$ cat config.mk
export PLATFORM = sky130hd
export DESIGN_NAME = detect_event_logger
export DESIGN_NICKNAME = d
export VERILOG_FILES = /design/src/rtl/det_pkg.sv /design/src/rtl/event_fifo.sv /design/src/rtl/detect_event_logger.sv
export SDC_FILE = /design/constraint.sdc
export NUM_CORES = 1
export LEC_CHECK = 0
export BUFFER_PORTS_ARGS = -buffer_cell sky130_fd_sc_hd__buf_2
export CORE_MARGIN = 3
export CORE_UTILIZATION = 60
export CTS_CLUSTER_DIAMETER = 200
export DETAILED_ROUTE_END_ITERATION = 8
export PLACE_DENSITY = 0.78
export SYNTH_ARGS = -nofsm -noshare
export SYNTH_HDL_FRONTEND = slang
export SYNTH_SLANG_ARGS = --single-unit
$ cat constraint.sdc
create_clock -name clk -period 4.1 [get_ports clk]
set_clock_uncertainty 0.2 [all_clocks]
set_input_delay 0.82 -clock clk [delete_from_list [all_inputs] [get_ports clk]]
set_output_delay 0.82 -clock clk [all_outputs]
set_load 0.005 [all_outputs]
$ cat src/rtl/det_pkg.sv
// Shared definitions for the detection-event logger.
// Holds the detector code constants, the code typedef, the default event
// record layout and the event-condition helper used by the logger top.
package det_pkg;

    localparam int CODE_W   = 2;
    localparam int TS_W_DEF = 16;

    typedef logic [CODE_W-1:0] det_code_t;

    localparam det_code_t CODE_NONE = 2'b00;
    localparam det_code_t CODE_1    = 2'b01;
    localparam det_code_t CODE_2    = 2'b10;
    localparam det_code_t CODE_3    = 2'b11;

    // Event record as stored in the FIFO for the default timestamp width:
    // code in the upper bits, timestamp in the lower bits.
    typedef struct packed {
        det_code_t             code;
        logic [TS_W_DEF-1:0]   ts;
    } ev_rec_t;

    // A detection is logged when a nonzero code differs from the previous one.
    function automatic logic is_event(input det_code_t code, input det_code_t prev);
        return (code != CODE_NONE) && (code != prev);
    endfunction

endpackage

$ cat src/rtl/event_fifo.sv
// Generic first-word-fall-through synchronous FIFO.
// Ports: clk, rst (async active-low), clr (sync clear), push/din write side,
// pop/dout read side (dout valid whenever empty=0), full, empty, level.
// A pop and a push in the same cycle both succeed even when full.
module event_fifo #(
    parameter  int WIDTH = 18,
    parameter  int DEPTH = 8,
    localparam int AW    = $clog2(DEPTH)
) (
    input  logic             clk,
    input  logic             rst,
    input  logic             clr,
    input  logic             push,
    input  logic             pop,
    input  logic [WIDTH-1:0] din,
    output logic [WIDTH-1:0] dout,
    output logic             full,
    output logic             empty,
    output logic [AW:0]      level
);

    localparam logic [AW:0] PTR_ONE = {{AW{1'b0}}, 1'b1};

    logic [AW:0]      wr_ptr_r;
    logic [AW:0]      rd_ptr_r;
    logic [WIDTH-1:0] mem_r [DEPTH];
    logic             do_push_s;
    logic             do_pop_s;

    // Extra pointer MSB distinguishes full from empty when the indices match.
    assign full  = (wr_ptr_r[AW] != rd_ptr_r[AW]) && (wr_ptr_r[AW-1:0] == rd_ptr_r[AW-1:0]);
    assign empty = (wr_ptr_r == rd_ptr_r);
    assign level = wr_ptr_r - rd_ptr_r;
    assign dout  = mem_r[rd_ptr_r[AW-1:0]];

    // Qualify requests: pops need data, pushes need room or a concurrent pop.
    always_comb begin
        do_pop_s  = 1'b0;
        do_push_s = 1'b0;
        if (pop && !empty) begin
            do_pop_s = 1'b1;
        end else begin
            do_pop_s = 1'b0;
        end
        if (push && (!full || do_pop_s)) begin
            do_push_s = 1'b1;
        end else begin
            do_push_s = 1'b0;
        end
    end

    // Pointer and storage update; clear also zeroes storage so dout is defined.
    always_ff @(posedge clk or negedge rst) begin
        if (!rst) begin
            wr_ptr_r <= {(AW+1){1'b0}};
            rd_ptr_r <= {(AW+1){1'b0}};
            for (int i = 0; i < DEPTH; i++) begin
                mem_r[i] <= {WIDTH{1'b0}};
            end
        end else if (clr) begin
            wr_ptr_r <= {(AW+1){1'b0}};
            rd_ptr_r <= {(AW+1){1'b0}};
            for (int i = 0; i < DEPTH; i++) begin
                mem_r[i] <= {WIDTH{1'b0}};
            end
        end else begin
            if (do_push_s) begin
                mem_r[wr_ptr_r[AW-1:0]] <= din;
                wr_ptr_r                <= wr_ptr_r + PTR_ONE;
            end
            if (do_pop_s) begin
                rd_ptr_r <= rd_ptr_r + PTR_ONE;
            end
        end
    end

endmodule

$ cat src/rtl/detect_event_logger.sv
// Detection event logger.
// Turns changes of the detector's 2-bit code into timestamped events,
// buffers them in a FWFT FIFO behind a valid/ready port, and keeps per-code
// saturating hit counters plus a sticky overflow flag.
// Ports: clk, rst (async active-low), clr (sync clear of all state),
// det_code in; ev_valid/ev_ready/ev_code/ev_time event port;
// cnt_c1..cnt_c3 hit counters; overflow sticky drop flag; level occupancy.
module detect_event_logger
    import det_pkg::*;
#(
    parameter int TS_W  = 16,
    parameter int DEPTH = 8,
    parameter int CNT_W = 8
) (
    input  logic                     clk,
    input  logic                     rst,
    input  logic                     clr,
    input  det_code_t                det_code,
    output logic                     ev_valid,
    input  logic                     ev_ready,
    output logic [CODE_W-1:0]        ev_code,
    output logic [TS_W-1:0]          ev_time,
    output logic [CNT_W-1:0]         cnt_c1,
    output logic [CNT_W-1:0]         cnt_c2,
    output logic [CNT_W-1:0]         cnt_c3,
    output logic                     overflow,
    output logic [$clog2(DEPTH):0]   level
);

    localparam int             REC_W   = CODE_W + TS_W;
    localparam logic [TS_W-1:0]  TS_ONE  = {{(TS_W-1){1'b0}}, 1'b1};
    localparam logic [CNT_W-1:0] CNT_ONE = {{(CNT_W-1){1'b0}}, 1'b1};
    localparam logic [CNT_W-1:0] CNT_MAX = {CNT_W{1'b1}};

    logic [TS_W-1:0]  ts_r;
    det_code_t        prev_code_r;
    logic [CNT_W-1:0] cnt_c1_r;
    logic [CNT_W-1:0] cnt_c2_r;
    logic [CNT_W-1:0] cnt_c3_r;
    logic             overflow_r;

    logic             event_s;
    logic             pop_s;
    logic             drop_s;
    logic             fifo_full_s;
    logic             fifo_empty_s;
    logic [REC_W-1:0] rec_in_s;
    logic [REC_W-1:0] rec_out_s;

    // Event and pop qualification; clear discards both in its cycle.
    always_comb begin
        event_s = 1'b0;
        pop_s   = 1'b0;
        drop_s  = 1'b0;
        if (clr) begin
            event_s = 1'b0;
            pop_s   = 1'b0;
            drop_s  = 1'b0;
        end else begin
            event_s = is_event(det_code, prev_code_r);
            pop_s   = ev_ready && !fifo_empty_s;
            // A pop in the same cycle frees the slot, so only full-without-pop drops.
            drop_s  = event_s && fifo_full_s && !pop_s;
        end
    end

    // Record carries the timestamp as it was before this edge's increment.
    assign rec_in_s = {det_code, ts_r};

    event_fifo #(
        .WIDTH (REC_W),
        .DEPTH (DEPTH)
    ) u_fifo (
        .clk   (clk),
        .rst   (rst),
        .clr   (clr),
        .push  (event_s),
        .pop   (pop_s),
        .din   (rec_in_s),
        .dout  (rec_out_s),
        .full  (fifo_full_s),
        .empty (fifo_empty_s),
        .level (level)
    );

    assign ev_valid = !fifo_empty_s;
    assign ev_code  = rec_out_s[REC_W-1:TS_W];
    assign ev_time  = rec_out_s[TS_W-1:0];
    assign cnt_c1   = cnt_c1_r;
    assign cnt_c2   = cnt_c2_r;
    assign cnt_c3   = cnt_c3_r;
    assign overflow = overflow_r;

    // Free-running timestamp and code history.
    always_ff @(posedge clk or negedge rst) begin
        if (!rst) begin
            ts_r        <= {TS_W{1'b0}};
            prev_code_r <= CODE_NONE;
        end else if (clr) begin
            ts_r        <= {TS_W{1'b0}};
            prev_code_r <= CODE_NONE;
        end else begin
            ts_r        <= ts_r + TS_ONE;
            prev_code_r <= det_code;
        end
    end

    // Per-code saturating hit counters; dropped events still count.
    always_ff @(posedge clk or negedge rst) begin
        if (!rst) begin
            cnt_c1_r <= {CNT_W{1'b0}};
            cnt_c2_r <= {CNT_W{1'b0}};
            cnt_c3_r <= {CNT_W{1'b0}};
        end else if (clr) begin
            cnt_c1_r <= {CNT_W{1'b0}};
            cnt_c2_r <= {CNT_W{1'b0}};
            cnt_c3_r <= {CNT_W{1'b0}};
        end else if (event_s) begin
            case (det_code)
                CODE_1: begin
                    if (cnt_c1_r != CNT_MAX) cnt_c1_r <= cnt_c1_r + CNT_ONE;
                end
                CODE_2: begin
                    if (cnt_c2_r != CNT_MAX) cnt_c2_r <= cnt_c2_r + CNT_ONE;
                end
                CODE_3: begin
                    if (cnt_c3_r != CNT_MAX) cnt_c3_r <= cnt_c3_r + CNT_ONE;
                end
                default: begin
                    cnt_c1_r <= cnt_c1_r;
                end
            endcase
        end
    end

    // Sticky overflow flag, cleared only by reset or clear.
    always_ff @(posedge clk or negedge rst) begin
        if (!rst) begin
            overflow_r <= 1'b0;
        end else if (clr) begin
            overflow_r <= 1'b0;
        end else if (drop_s) begin
            overflow_r <= 1'b1;
        end
    end

endmodule

## After elaboration in Yosys (flattened, before gate mapping)

Index checks and enable logic that the tools add are counted.

- $add $sub $neg: 7
- Multiply operators: 0
- Divide/modulo/power cells: 0
- $lt $le $gt $ge: 3
- Eq/ne operators: 10
- Shift operators: 0
- Multiplexer cells: 33
- Bitwise operators: 2
- Reduce and logical (&&, ||, !) cells: 26

Operators with widths:

| kind | count |
|---|---|
| 144-bit two-way mux | 2 |
| 144-bit bitwise mux | 1 |
| 8-bit two-way mux | 12 |
| 18-bit binary-select mux with 3-bit select | 1 |
| 18-bit demux with 3-bit select | 1 |
| 18-bit two-way mux | 3 |
| 8-bit by 1-bit adder with 8-bit output, second input constant | 3 |
| 8-bit inequality test, second input constant | 3 |
| 2-bit nonzero test | 11 |
| 16-bit by 1-bit adder with 16-bit output, second input constant | 1 |
| 16-bit two-way mux | 1 |
| 4-bit two-way mux | 4 |
| 3-bit AND reduction | 3 |
| 4-bit by 1-bit adder with 4-bit output, second input constant | 2 |
| 4-bit greater-or-equal comparator, second input constant | 2 |
| 1-bit logical AND | 8 |
| 3-bit inverter with 4-bit output | 2 |
| 1-bit two-way mux | 7 |
| 2-bit equality test, second input constant | 2 |
| 4-bit equality test | 1 |
| 4-bit by 1-bit less-than comparator with 1-bit output, second input constant | 1 |
| 4-bit subtractor | 1 |
| 3-bit equality test | 1 |
| 1-bit logical NOT | 3 |
| 5 further kinds | 5 |

- Bits in registers: 195
- Bits in latches: 0
- Bits in writable memories: 0
- ROM bits: 0
- Output and inout port bits: 48
- Logic and storage cells: 97
- Memories kept: 0

## Logic depth before layout (Yosys ltp)

- Word-level depth: 11
- Gate-level depth with buffers: 12
- Gate-level depth less buffers: 7

## Cells and area by module

A second synthesis with hierarchy kept.

- Cells, all modules: 899
- Area total of the unflattened synthesis: 9869.5 µm²

By module, submodules not included:

| module | instances | cells an instance | area an instance (µm²) |
|---|---|---|---|
| event_fifo | 1 | 664 | 7632.3 |
| detect_event_logger | 1 | 235 | 2237.1 |

## Worst setup path before layout

OpenSTA, ideal clock, no wires.

- Path kind: flip-flop to output port
- Start: reg u_fifo.rd_ptr_r[1]
- End: out level[3]
- Arrival time: 1.930 ns
- Slack: 1.150 ns
- Cell stages (with the launch flop): 8
- Path buffers: 2
- Path through: dfrtp_1 > clkbuf_1 > clkbuf_1 > inv_1 > ha_1 > a21o_1 > a21oi_1 > xnor2_1

- Word-level cells in the longest chain between the ends: 1

Ends and longest elaborated chain:

| item | RTL line | text |
|---|---|---|
| start: declaration | event_fifo.sv:25 | `logic [AW:0] rd_ptr_r;` |
| start signal: assignment | event_fifo.sv:56 | `rd_ptr_r <= {(AW+1){1'b0}};` |
| start signal: assignment | event_fifo.sv:62 | `rd_ptr_r <= {(AW+1){1'b0}};` |
| start signal: assignment | event_fifo.sv:72 | `rd_ptr_r <= rd_ptr_r + PTR_ONE;` |
| 4-bit subtractor | event_fifo.sv:33 | `assign level = wr_ptr_r - rd_ptr_r;` |
| end: declaration | detect_event_logger.sv:27 | `output logic [$clog2(DEPTH):0] level` |

No other way between the ends.

## Final worst setup path

- Start: reg u_fifo.rd_ptr_r[0]
- End: out ev_time[3]

- Word-level cells in the longest chain between the ends: 4

Ends and longest elaborated chain:

| item | RTL line | text |
|---|---|---|
| 3-bit inverter with 4-bit output (not written as such) | event_fifo.sv:34 | `assign dout = mem_r[rd_ptr_r[AW-1:0]];` |
| 18-bit binary-select mux with 3-bit select | event_fifo.sv:34 |  |
| 18-bit two-way mux (not written as such) (2 in series) | event_fifo.sv:34 |  |
| end: declaration | detect_event_logger.sv:22 | `output logic [TS_W-1:0] ev_time,` |

No other way between the ends. The select of a mux whose other input is x is not followed.

==> results.py <==
metrics = {
    "status": {
        "outcome": "complete, no violations",
    },
    "detailed_routing": {
        "wirelength_um": 22600,
        "vias": 6750,
        "ant_nets": 0,
        "post_drt_wl_per_cell_um": 20.12,
        "via_per_inst": 6.011,
        "firstDrtPassIters": 5,
        "drc": 0,
        "drt_iter0_drc": 564,
    },
    "die": {
        "initial_utilization": 0.6193,
        "core-area_um2": 16060,
        "num_io_pins": 54,
        "rows": 46,
        "die_h_um": 134.7,
        "die_w_um": 134.7,
        "die_area_um2": 18150,
    },
    "timing": {
        "layout_min_cycle_time_ns": 3.490,
        "setup_tns_ns": 0,
        "setup_viol": 0,
        "max_freq_mhz": 286.5,
        "finalHoldViolCount": 0,
        "fin_crit_sh": 0.8512,
        "relSlewSlack": 0.3180,
        "rsz0062_at_grt": "no",
        "drv_slew": 0,
        "worst_slew_pin_slew_ns": 1.014,
    },
    "global_route": {
        "antenna_found_initial": 0,
        "grt_usage": 0.2625,
        "grt_start_max_net_pins": 145,
        "grt-ovfl-total": 0,
        "grt_pass1_vias": 7022,
        "grt_pass1_wl_um": 37230,
    },
    "synthesis": {
        "ys_ff_latch": 195,
        "post_synth_instance_area_um2": 9945,
        "synth_top_area_share": 0.4907,
        "synthCells": 864,
        "synth_commonest_cells": "dfrtp_1, mux2i_1, nand2b_1",
        "ys_types": 52,
        "synth-edff-count": 0,
        "synth_nets": 880,
        "synth.most_common_cell": "dfrtp_1",
        "seq_area_frac_synth": 0.4907,
        "synth_top_flop_cell": "dfrtp_1",
        "yosysTopAreaCell": "dfrtp_1",
        "avgSynthCellArea_um2": 11.51,
        "netlist_top_cells_area": "dfrtp_1, mux2i_1, mux4_2, nand2b_1, nand2_1",
        "synth_warnings": 0,
        "async_flop_share": 1.000,
    },
    "layout": {
        "diodes": 0,
        "areaGrowthSynthToFinish_pct": 9.550,
        "fin_nets": 910,
        "final_area_um2": 10890,
        "fillerInstances": 1147,
        "drive_gt1_frac": 0.1731,
    },
    "critical_path": {
        "r2r_slack_ns": 1.01,
        "crit_fanout": 21,
        "critPathCaptureType": "output port",
        "cp.arrival_ns": 2.47,
        "critical_path_class": "reg2out",
        "required_ns": 3.08,
        "rr_worst_depth": 7,
        "cp-start-kind": "flip-flop",
    },
    "worst_hold_path": {
        "hp-class": "in2async",
    },
    "pwr": {
        "leakage_nw": 5.253,
        "peakVddDrop_uv": 332.4,
        "p_per_area_nw_per_um2": 379.2,
    },
    "place": {
        "numPortBuffers": 53,
        "dpl.hpwl_um": 14500,
        "dpl_cell_area_um2": 10360,
        "gp_congestion": 0.7758,
    },
    "clock_tree": {
        "cts.hold.buffers_added": 0,
        "cts_tree": "yes",
        "cts_resized": 0,
        "clock-sinks": 195,
        "post_cts_buffers": 0,
        "h-tree-depth": 4,
        "clk_latency_ns": 0.44,
        "cts-root-buf": "clkbuf_16",
        "clk_pin_slew_worst_paths_ns": 0.07,
        "clockBufferDepth": 2,
        "cts_inserted_buffers": 17,
    },
    "run": {
        "drv_cap": 0,
    },
}
[cell usage in the layout, fill, tap and decap left out, types with 19 or more instances in the layout]
cell type	n
dfrtp_1	194
mux2i_1	131
nand2b_1	126
nand2_1	71
nor2_1	63
buf_2	51
mux4_2	36
xnor2_1	24
nand3_1	19
buf_4	19
[metal layers]
| layer | GRT usage | vias to the layer above | wire (um) |
|---|---|---|---|
| li1 | - | 3037 | - |
| met1 | 0.3587 | 3483 | 9814 |
| met2 | 0.4208 | 189 | 11120 |
| met3 | 0.06632 | 41 | 1277 |
| met4 | 0.07862 | 0 | 384 |
| met5 | 0 | - | 0 |
[metrics by stage]
| stage | worst slack, ns | total power [mW] | util | cells | hold slack [ns] |
|---|---|---|---|---|---|
| floorplan | 1.150 | 2.448 | - | 864 | 0.2607 |
| global placement | 1.081 | 2.636 | 0.6454 | 1091 | 0.2773 |
| detailed placement | 1.016 | 2.654 | 0.6454 | 1091 | 0.2761 |
| CTS | 0.5571 | 4.158 | 0.6784 | 1123 | 0.2895 |
| global route | 0.4664 | 4.284 | 0.6784 | 1123 | 0.3166 |
| finish | 0.6101 | 4.131 | 0.6784 | 1123 | 0.2629 |
[final timing paths]
kind,start,to
worst max register to register,u_fifo.rd_ptr_r[0],u_fifo.mem_r[66]
max in group asynchronous,rst,u_fifo.mem_r[86]
worst max-delay path,u_fifo.rd_ptr_r[0],ev_time[3]
worst min-delay path,rst,u_fifo.mem_r[72]
worst min register to register,u_fifo.mem_r[0],u_fifo.mem_r[0]
min in group clk,u_fifo.mem_r[0],u_fifo.mem_r[0]
[critical path, stage by stage (launching register included)]
cell	delay (ns)
dfrtp_2	0.86
buf_12	0.30
mux4_2	0.53
nand2_1	0.08
nand2_1	0.10
buf_2	0.15
[power by group]
group | internal [mW] | switching [mW] | leakage [nW]
Combinational | 0.258 | 0.331 | 2.29
Clock | 0.785 | 0.733 | 0.257
Sequential | 1.95 | 0.0754 | 2.71
[kinds of logic (layout without fill, tap and decap cells)]
logic type | count (synthesis) | after routing | synth area share
buffers and inverters | 78 | 121 | 0.03925
AO/OA/AOI/OAI | 60 | 60 | 0.04618
flip-flops | 195 | 195 | 0.4907
adder cells (fa/ha/maj) | 10 | 10 | 0.01334
AND/OR/NAND/NOR | 321 | 321 | 0.1673
XOR/XNOR | 33 | 33 | 0.02982
multiplexers | 167 | 167 | 0.2134
[state kept, by name (all words and copies together), names as in the netlist]
| name | cells |
|---|---|
| overflow | 1 |
| cnt_c2 | 8 |
| u_fifo.wr_ptr_r | 4 |
| prev_code_r | 2 |
| cnt_c3 | 8 |
| ts_r | 16 |
| u_fifo.mem_r | 144 |
| cnt_c1 | 8 |
| u_fifo.rd_ptr_r | 4 |
[area by class of cell]
class,instances,area [um^2],share of cell area
Tap cell,216,270.3,0.02481
Inverter,16,60.06,0.005513
Sequential cell,195,4881,0.4480
Multi-Input combinational cell,591,4701,0.4315
Timing Repair Buffer,73,451.7,0.04146
Clock buffer,18,439.2,0.04031
Clock inverter,14,91.34,0.008384
Note: power is estimated with default switching activity, not from simulation.
